## src/rtl/router_pkg.sv

```systemverilog
// router_pkg: types and helpers shared by the router input stage.
//   flit_t     - packed flit {is_head, is_tail, dest_x, dest_y, data}
//   LOCAL..WEST - output port indices (bit positions in one-hot requests)
//   xy_route   - dimension-ordered (X then Y) route to a one-hot port vector
package router_pkg;

  localparam int COORD_W   = 4;
  localparam int DATA_W    = 32;
  localparam int NUM_PORTS = 5;

  localparam int LOCAL = 0;
  localparam int NORTH = 1;
  localparam int EAST  = 2;
  localparam int SOUTH = 3;
  localparam int WEST  = 4;

  typedef struct packed {
    logic               is_head;
    logic               is_tail;
    logic [COORD_W-1:0] dest_x;
    logic [COORD_W-1:0] dest_y;
    logic [DATA_W-1:0]  data;
  } flit_t;

  typedef enum logic {
    ST_IDLE   = 1'b0,
    ST_ACTIVE = 1'b1
  } ipu_state_t;

  function automatic logic [NUM_PORTS-1:0] xy_route(
    input logic [COORD_W-1:0] dx,
    input logic [COORD_W-1:0] dy,
    input logic [COORD_W-1:0] x_loc,
    input logic [COORD_W-1:0] y_loc
  );
    logic [NUM_PORTS-1:0] r;
    r = '0;
    if (dx > x_loc)      r[EAST]  = 1'b1;
    else if (dx < x_loc) r[WEST]  = 1'b1;
    else if (dy > y_loc) r[NORTH] = 1'b1;
    else if (dy < y_loc) r[SOUTH] = 1'b1;
    else                 r[LOCAL] = 1'b1;
    return r;
  endfunction

endpackage

```

## src/rtl/input_port_unit_flit_fifo.sv

```systemverilog
// flit_fifo: flit storage for one router input.
//   clk, reset_n       - clock, async active-low reset (flushes pointers)
//   wr_en, wr_data     - push (caller guarantees not full)
//   rd_en              - pop head (caller guarantees not empty)
//   rd_data            - head entry, 0 when empty
//   count, full, empty - occupancy
// Pointers carry one extra wrap bit so full and empty are distinguishable.
module flit_fifo
  import router_pkg::*;
#(
  parameter int DEPTH = 8
) (
  input  logic                     clk,
  input  logic                     reset_n,
  input  logic                     wr_en,
  input  flit_t                    wr_data,
  input  logic                     rd_en,
  output flit_t                    rd_data,
  output logic [$clog2(DEPTH):0]   count,
  output logic                     full,
  output logic                     empty
);

  localparam int AW = $clog2(DEPTH);

  flit_t        mem [DEPTH];
  logic [AW:0]  wr_ptr;
  logic [AW:0]  rd_ptr;

  always_ff @(posedge clk or negedge reset_n) begin
    if (!reset_n) begin
      wr_ptr <= '0;
      rd_ptr <= '0;
    end else begin
      if (wr_en) wr_ptr <= wr_ptr + 1'b1;
      if (rd_en) rd_ptr <= rd_ptr + 1'b1;
    end
  end

  always_ff @(posedge clk) begin
    if (wr_en) mem[wr_ptr[AW-1:0]] <= wr_data;
  end

  assign empty   = (wr_ptr == rd_ptr);
  assign full    = (wr_ptr[AW] != rd_ptr[AW]) && (wr_ptr[AW-1:0] == rd_ptr[AW-1:0]);
  assign count   = wr_ptr - rd_ptr;
  assign rd_data = empty ? '0 : mem[rd_ptr[AW-1:0]];

endmodule

```

## src/rtl/input_port_unit.sv

```systemverilog
// input_port_unit: buffered router input with XY route and wormhole lock.
//   clk, reset_n   - clock, async active-low reset
//   ce             - clock enable for every state update
//   i_flit/i_valid - incoming flit
//   o_en           - free slots, saturated at 15
//   o_flit         - FIFO head toward the crossbar (0 when empty)
//   o_output_req   - one-hot output request toward the allocator
//   i_input_grant  - grant for this input; pops the head flit
//   o_err          - sticky protocol-error flag
//   o_pkt_count    - granted tail flits, saturating (only with PKT_COUNT_EN)
// Optional feature macro: PKT_COUNT_EN.
//
// state     | meaning
// ST_IDLE   | no packet in flight; head flit must be a head, requests route
// ST_ACTIVE | packet locked to lock_q; requests lock_q until tail is granted
module input_port_unit
  import router_pkg::*;
#(
  parameter int DEPTH = 8,
  parameter int X_LOC = 0,
  parameter int Y_LOC = 0,
  parameter int M     = 5
) (
  input  logic         clk,
  input  logic         reset_n,
  input  logic         ce,
  input  flit_t        i_flit,
  input  logic         i_valid,
  output logic [3:0]   o_en,
  output flit_t        o_flit,
  output logic [M-1:0] o_output_req,
  input  logic         i_input_grant,
`ifdef PKT_COUNT_EN
  output logic [15:0]  o_pkt_count,
`endif
  output logic         o_err
);

  localparam int AW = $clog2(DEPTH);
  localparam logic [COORD_W-1:0] X_C = COORD_W'(X_LOC);
  localparam logic [COORD_W-1:0] Y_C = COORD_W'(Y_LOC);

  ipu_state_t   state_q, state_d;
  logic [M-1:0] lock_q, lock_d;
  logic [M-1:0] req;
  logic [M-1:0] route_head;
  flit_t        head;
  logic [AW:0]  count;
  logic [4:0]   free;
  logic         full, empty;
  logic         wr_en, rd_en;
  logic         grant_ok, discard, active_head, err_set;
  logic         err_q;

  flit_fifo #(.DEPTH(DEPTH)) u_fifo (
    .clk     (clk),
    .reset_n (reset_n),
    .wr_en   (wr_en),
    .wr_data (i_flit),
    .rd_en   (rd_en),
    .rd_data (head),
    .count   (count),
    .full    (full),
    .empty   (empty)
  );

  assign route_head = xy_route(head.dest_x, head.dest_y, X_C, Y_C);

  always_comb begin
    state_d     = state_q;
    lock_d      = lock_q;
    req         = '0;
    discard     = 1'b0;
    active_head = 1'b0;
    grant_ok    = 1'b0;
    err_set     = 1'b0;
    case (state_q)
      ST_IDLE: begin
        if (!empty) begin
          if (head.is_head) req = route_head;
          else              discard = 1'b1;  // orphan body/tail flit is dropped
        end
      end
      ST_ACTIVE: begin
        if (!empty) begin
          req         = lock_q;
          active_head = head.is_head;        // new head mid-packet: forwarded as body
        end
      end
      default: ;
    endcase
    grant_ok = i_input_grant && !empty && (req != '0);
    if (grant_ok) begin
      if (state_q == ST_IDLE && !head.is_tail) begin
        state_d = ST_ACTIVE;
        lock_d  = route_head;
      end else if (state_q == ST_ACTIVE && head.is_tail) begin
        state_d = ST_IDLE;
        lock_d  = '0;
      end
    end
    err_set = (i_valid && full) || discard || (i_input_grant && !grant_ok) || active_head;
  end

  // Full check uses the pre-pop occupancy, so a write at full is rejected
  // even when the head leaves in the same cycle.
  assign wr_en = ce && i_valid && !full;
  assign rd_en = ce && (grant_ok || discard);

  always_ff @(posedge clk or negedge reset_n) begin
    if (!reset_n) begin
      state_q <= ST_IDLE;
      lock_q  <= '0;
      err_q   <= 1'b0;
    end else if (ce) begin
      state_q <= state_d;
      lock_q  <= lock_d;
      if (err_set) err_q <= 1'b1;
    end
  end

`ifdef PKT_COUNT_EN
  logic [15:0] pkt_cnt_q;
  always_ff @(posedge clk or negedge reset_n) begin
    if (!reset_n)
      pkt_cnt_q <= '0;
    else if (ce && grant_ok && head.is_tail && pkt_cnt_q != 16'hFFFF)
      pkt_cnt_q <= pkt_cnt_q + 16'd1;
  end
  assign o_pkt_count = pkt_cnt_q;
`endif

  assign free         = 5'(DEPTH) - 5'(count);
  assign o_en         = (free > 5'd15) ? 4'hF : free[3:0];
  assign o_flit       = head;
  assign o_output_req = req;
  assign o_err        = err_q;

endmodule
```

## config.mk

```make
export PLATFORM = sky130hd
export DESIGN_NAME = input_port_unit
export DESIGN_NICKNAME = d
export VERILOG_FILES = /design/src/rtl/router_pkg.sv /design/src/rtl/input_port_unit_flit_fifo.sv /design/src/rtl/input_port_unit.sv
export SDC_FILE = /design/constraint.sdc
export NUM_CORES = 1
export LEC_CHECK = 0
export ABC_AREA = 1
export CAP_MARGIN = 10
export CORE_MARGIN = 5
export CORE_UTILIZATION = 30
export CTS_CLUSTER_SIZE = 12
export DETAILED_ROUTE_END_ITERATION = 6
export HOLD_SLACK_MARGIN = 0.05
export PLACE_DENSITY = 0.54
export SLEW_MARGIN = 20
export SYNTH_ARGS = -nofsm -noshare
export SYNTH_HDL_FRONTEND = slang
export SYNTH_SLANG_ARGS = --single-unit
```

## constraint.sdc

```tcl
create_clock -name clk -period 9.49 [get_ports clk]
set_clock_uncertainty 0.1 [all_clocks]
set_input_delay 1.898 -clock clk [delete_from_list [all_inputs] [get_ports clk]]
set_output_delay 1.898 -clock clk [all_outputs]
set_load 0.005 [all_outputs]
```

==> summary.txt, run 1 <==
Detailed routing
  – Antenna-violating nets left: 0
  – DRC: 0
  – Via count of the routed design: 8945
  – DRT Pass-1 Iters: 5
  – Routed vias/inst: 4.71
  – Final wirelength: 34500 um
  – DRT iter0 DRCs: 678
  – DR WL/cell: 18.1 um

Yosys
  – Yosys top cell area share: 0.707
  – YS warnings: 0
  – Synthesized flop and latch total: 349
  – Most used DFF post-synth: edfxtp_1
  – Largest area contributor in the netlist: edfxtp_1
  – Post-synthesis sequential area ratio: 0.730
  – Post-synth cell types: 39
  – Avg Inst Size Synth: 12.2 um^2
  – Count of flip-flops with a built-in enable after synthesis: 336
  – Top cells by area, synth: edfxtp_1 (71%), o21ai_0 (5.9%), nor2_1 (5.7%)
  – Mapped Area: 14300 um^2
  – Synth async-reset ratio: 0.0372
  – Mapped Cells: 1174

Power
  – Switching Share: 0.355
  – Pleak: 5.90 nW
  – VDD IR-drop max: 137 uV
  – Internal power: 0.00344 W
  – Clock share of power: 0.256
  – Sw power: 0.00189 W
  – Gate power share: 0.377
  – Pwr/cell area: 313 nW/um^2
  – Flop pwr share: 0.367

Placement
  – GPL Wtd Cong: 0.707
  – Post-detail-place hpwl: 18100 um
  – Port bufs: 96

GRT
  – First-pass GRT wire length: 52900 um
  – GRT Overall Usage: 0.128
  – Grt total ovfl: 0
  – Largest net degree at the start of global routing: 85
  – Number of global-route vias before repair: 8764
  – Antenna violations before repair: 1

Final layout
  – Layout cells sized above 1: 0.0709
  – Final Util: 0.359
  – Filler Cells Inserted: 4633
  – Multi-input logic area: 3320 um^2
  – Commonest non-fill, non-tap cell in the layout: edfxtp_1
  – Most frequent cells in the layout: edfxtp_1 (336), nor2_1 (210), o21ai_0 (167)
  – Final net count: 1312
  – Layout area overhead: 19.2%
  – Storage cell area: 10400 um^2

Timing
  – Slew @ Worst Pin: 1.07 ns
  – Crit share post-route: 0.659
  – Max Freq: 160 MHz
  – Slew Limit Fails: 0
  – Relative slew slack: 0.284
  – Setup_tns: 0 ns
  – Hold Violations, Final: 0
  – Setup violators final: 0
  – Final Critical Period: 6.25 ns
  – RSZ-0062 raised after global routing: false

Critical path
  – Required time of the critical path: 7.49 ns
  – Critical Path Start Type: register
  – Worst Path Arrival: 4.26 ns
  – Crit Path Class: reg -> out
  – Max FO, Critical Path: 69
  – Critical path capture point type: output port

Clock tree
  – Clk slew on worst S/H paths: 0.06 ns
  – CTS buffer count: 38
  – Clk buf depth: 3
  – CTS root buffer: clkbuf_16
  – Post-CTS Hold Buffers: 0
  – H-Tree Depth: 2
  – Clk_lat worst skew: 0.53 ns
  – Count of cells resized by post-cts repair: 0
  – CTS tree: done
  – Clock sink total: 349
  – Setup Fix Bufs, Post-CTS: 0

Floorplanning
  – Core area: 47300 um^2
  – Overall die width: 228 um
  – Starting Density: 0.301
  – Num rows: 80
  – Die span in y: 228 um
  – Io pins: 99
  – Die area: 52000 um^2

Flow run
  – Max-Cap Viols: 0

Status
  – Outcome: complete, no violations

Min path
  – Worst Hold Class: reg -> reg
[routing by layer]
metal / vias to the layer above / global-route usage / routed length (um) / share of wire
li1: 4319 / - / - / -
met3: 35 / 0.0249 / 1580 / 0.046
met5: - / 0 / 13 / 0.00038
met4: 2 / 0.0257 / 399 / 0.012
met1: 4387 / 0.184 / 16600 / 0.48
met2: 202 / 0.205 / 15800 / 0.46
[cells in the mapped netlist, types with 2 or more instances]
| cell type | count |
|---|---|
| a21boi_0 | 2 |
| clkbuf_1 | 50 |
| inv_1 | 67 |
| buf_4 | 5 |
| nor2_1 | 218 |
| dfrtp_1 | 13 |
| nand2_2 | 3 |
| xor2_1 | 5 |
| nand2_1 | 132 |
| nand3_2 | 3 |
| a31oi_1 | 32 |
| o21ai_1 | 9 |
| inv_2 | 3 |
| edfxtp_1 | 336 |
| nand3_1 | 53 |
| buf_6 | 4 |
| ha_1 | 8 |
| buf_1 | 2 |
| nand2_4 | 2 |
| buf_2 | 9 |
| o21ai_0 | 167 |
| o22ai_1 | 33 |
| xnor2_1 | 2 |
[power groups by stage]
stage          registers, W  logic (W)  clock network (W)
6_report            0.00196    0.00200            0.00136
5_1_grt             0.00197    0.00226            0.00147
4_1_cts             0.00196    0.00206            0.00139
3_5_place_dp        0.00199    0.00204                  0
3_3_place_gp        0.00199    0.00203                  0
2_1_floorplan       0.00190    0.00120                  0
[through the flow]
stage	std cells	setup WS (ns)	instance area [um^2]	hold WS, ns	power (W)
after floorplan	1175	4.89	14300	0.357	0.00310
after global placement	1831	3.82	15900	0.347	0.00402
after detailed placement	1831	3.79	15900	0.366	0.00403
after CTS	1898	3.21	17000	0.381	0.00541
after global routing	1898	2.87	17000	0.410	0.00570
final	1899	3.24	17000	0.369	0.00532
[worst max-delay path, cell delays in order, from the launching register on]
cell	delay [ns]
dfrtp_4	0.95
buf_4	0.51
buf_4	0.67
nand2_1	0.10
nand2_1	0.10
nand2_1	0.05
nand3_1	0.11
nand3_1	0.12
nand2_1	0.21
inv_1	0.06
nand2_1	0.08
nand3_1	0.08
nand2_1	0.11
clkdlybuf4s50_1	0.52
[registers in the layout, indices dropped and copies added (netlist names)]
register and cells:
u_fifo.mem 336, o_err 1, u_fifo.wr_ptr 4, lock_q 3, state_q 1, u_fifo.rd_ptr 4
[path summary, 6_finish.rpt]
check	startpoint	to	slack, ns	depth (start not counted)
min	o_err	o_err	0.37	2
min in group asynchronous	reset_n	lock_q[1]	1.67	1
max in group asynchronous	reset_n	u_fifo.rd_ptr[0]	7.15	1
max	u_fifo.rd_ptr[0]	o_output_req[1]	3.24	13
max reg2reg	u_fifo.rd_ptr[0]	u_fifo.mem[0][40]	5.57	9
min reg2reg	o_err	o_err	0.37	2
[logic make-up (layout without fill, tap and decap cells)]
group | Yosys count | count (layout) | share of synthesized area
other cells | 1 | 3 | 0.000263
compound gates | 249 | 249 | 0.0945
simple gates | 418 | 418 | 0.121
flops | 349 | 349 | 0.730
buf+inv | 141 | 249 | 0.0415
xor+xnor | 7 | 7 | 0.00430
fa+ha+maj | 9 | 9 | 0.00842
[cell type report]
class                           count  share of cell area
Sequential cell                   349               0.613
Clock buffer                       52              0.0603
Tap cell                          615              0.0453
Antenna cell                        1            0.000147
Inverter                           71              0.0158
Multi-Input combinational cell    685               0.195
Timing Repair Buffer              111              0.0631
Clock inverter                     15             0.00684
Note: power is estimated with default switching activity, not from simulation.
==> inputs of run 2 (changes only) <==
==> constraint.sdc (replaced) <==
create_clock -name clk -period 6.4 [get_ports clk]
set_clock_uncertainty 0.1 [all_clocks]
set_input_delay 1.28 -clock clk [delete_from_list [all_inputs] [get_ports clk]]
set_output_delay 1.28 -clock clk [all_outputs]
set_load 0.005 [all_outputs]
==> summary.txt, run 2 (synthesis gave the netlist of run 1 again) <==
Power
  – VDD IR-drop max: 198 uV
  – Internal power: 0.00517 W
  – Pwr/cell area: 468 nW/um^2
  – Sw power: 0.00280 W
  – Gate power share: 0.374
  – Switching Share: 0.351
  – Pleak: 5.92 nW
  – Clock share of power: 0.263
  – Flop pwr share: 0.363

Clock tree
  – Setup Fix Bufs, Post-CTS: 0
  – Post-CTS Hold Buffers: 0
  – Clock sink total: 349
  – Count of cells resized by post-cts repair: 0
  – CTS root buffer: clkbuf_16
  – Clk buf depth: 3
  – CTS buffer count: 38
  – Clk_lat worst skew: 0.53 ns
  – H-Tree Depth: 2
  – CTS tree: done
  – Clk slew on worst S/H paths: 0.06 ns

Final layout
  – Final Util: 0.360
  – Layout cells sized above 1: 0.0720
  – Most frequent cells in the layout: edfxtp_1 (336), nor2_1 (210), o21ai_0 (167)
  – Final net count: 1310
  – Commonest non-fill, non-tap cell in the layout: edfxtp_1
  – Finished Layout Cells: 1893
  – Largest register FFs: 336
  – Layout area overhead: 19.4%

Timing
  – RSZ-0062 raised after global routing: false
  – Setup violators final: 0
  – Worst setup margin: 0.872 ns
  – Slew Limit Fails: 0
  – Final Critical Period: 5.53 ns
  – Slew @ Worst Pin: 1.08 ns
  – Relative slew slack: 0.277
  – Hold Slack: 0.371 ns
  – Hold Violations, Final: 0
  – Max Freq: 181 MHz
  – Setup_tns: 0 ns
  – Crit share post-route: 0.864

Critical path
  – Top Family by Delay on Critical Path: simple AND/OR/NAND/NOR gates
  – Max stage delay on crit path: 0.63 ns
  – Critical Path Start Type: register
  – Bufs and invs on worst path: 3
  – Worst Path Arrival: 4.15 ns
  – Slowest cell on the critical path: inv_2
  – Crit Path Class: reg -> out
  – Max FO, Critical Path: 46
  – Required time of the critical path: 5.02 ns
  – Crit path cell chain: inv_2, ha_1, inv_1, nor3_4, nand2_4, nand3_1, nand2_1, nor2_1, nand3_1, nand2_1, clkdlybuf4s50_1
  – Critical path capture point type: output port

Placement
  – Post-detail-place hpwl: 19200 um
  – Pre-CTS WS: 1.40 ns
  – Placed Cells incl. Taps: 1829
  – Port bufs: 96
  – GPL Wtd Cong: 0.730

Floorplanning
  – Die area: 52000 um^2
  – Core area: 47300 um^2
  – Overall die width: 228 um
  – Starting Density: 0.301
  – Num rows: 80
  – Die span in y: 228 um
  – Io pins: 99

Detailed routing
  – Antenna-violating nets left: 0
  – DRT iter0 DRCs: 703
  – DRC: 0
  – DR WL/cell: 18.3 um
  – Via count of the routed design: 9050
  – Final wirelength: 34600 um
  – Routed vias/inst: 4.78
  – DRT Pass-1 Iters: 5

GRT
  – Number of global-route vias before repair: 8926
  – GRT Overall Usage: 0.130
  – First-pass GRT wire length: 53700 um
  – Grt total ovfl: 0
  – Largest net degree at the start of global routing: 91
  – Antenna violations before repair: 2

Min path
  – Worst Hold Class: reg -> reg

Flow run
  – Max-Cap Viols: 0

Status
  – Outcome: complete, no violations
[run 2: routing by layer]
metal  track usage  up-vias  wire length, um
li1              -     4316                -
met1         0.183     4461            16100
met2         0.210      224            16100
met3        0.0270       47             1760
met4        0.0250        2              509
met5             0        -                7
[run 2: power groups by stage]
stage                     clock [W]  sequential [W]  combinational (W)
final                       0.00210         0.00289            0.00298
after global routing        0.00225         0.00292            0.00333
after CTS                   0.00215         0.00289            0.00305
after detailed placement          0         0.00294            0.00303
after global placement            0         0.00294            0.00301
after floorplan                   0         0.00282            0.00178
[run 2: final timing paths]
path,from,endpoint,slack [ns],depth (start not counted)
worst max-delay path,u_fifo.rd_ptr[1],o_output_req[0],0.87,11
worst min-delay path,o_err,o_err,0.37,2
worst max register to register,u_fifo.rd_ptr[1],u_fifo.mem[0][36],2.22,10
worst min register to register,o_err,o_err,0.37,2
max in group asynchronous,reset_n,u_fifo.rd_ptr[1],4.70,1
min in group asynchronous,reset_n,o_err,1.04,1
[run 2: tightest hold or removal path: cells and delay by family (launching register included)]
kind,cells,cell delay (ns)
and+or+nand+nor,1,0.05
buffers and inverters,1,0.04
DFF,1,0.35
[run 2: area by class of cell]
| type | instances | area [um^2] |
|---|---|---|
| antenna | 1 | 2.50 |
| fill | 4566 | 30300 |
| sequential | 349 | 10400 |
| clock buffer | 48 | 1010 |
| clock inverter | 15 | 164 |
| timing repair buffer | 109 | 1070 |
| multi-input combinational | 685 | 3320 |
| inverter | 71 | 269 |
| tap | 615 | 769 |
[run 2: stage by stage]
step	total power (W)	area (um^2)
after global placement	0.00594	15900
after detailed placement	0.00597	15900
after floorplan	0.00460	14300
after CTS	0.00809	17000
final	0.00797	17000
after global routing	0.00850	17000
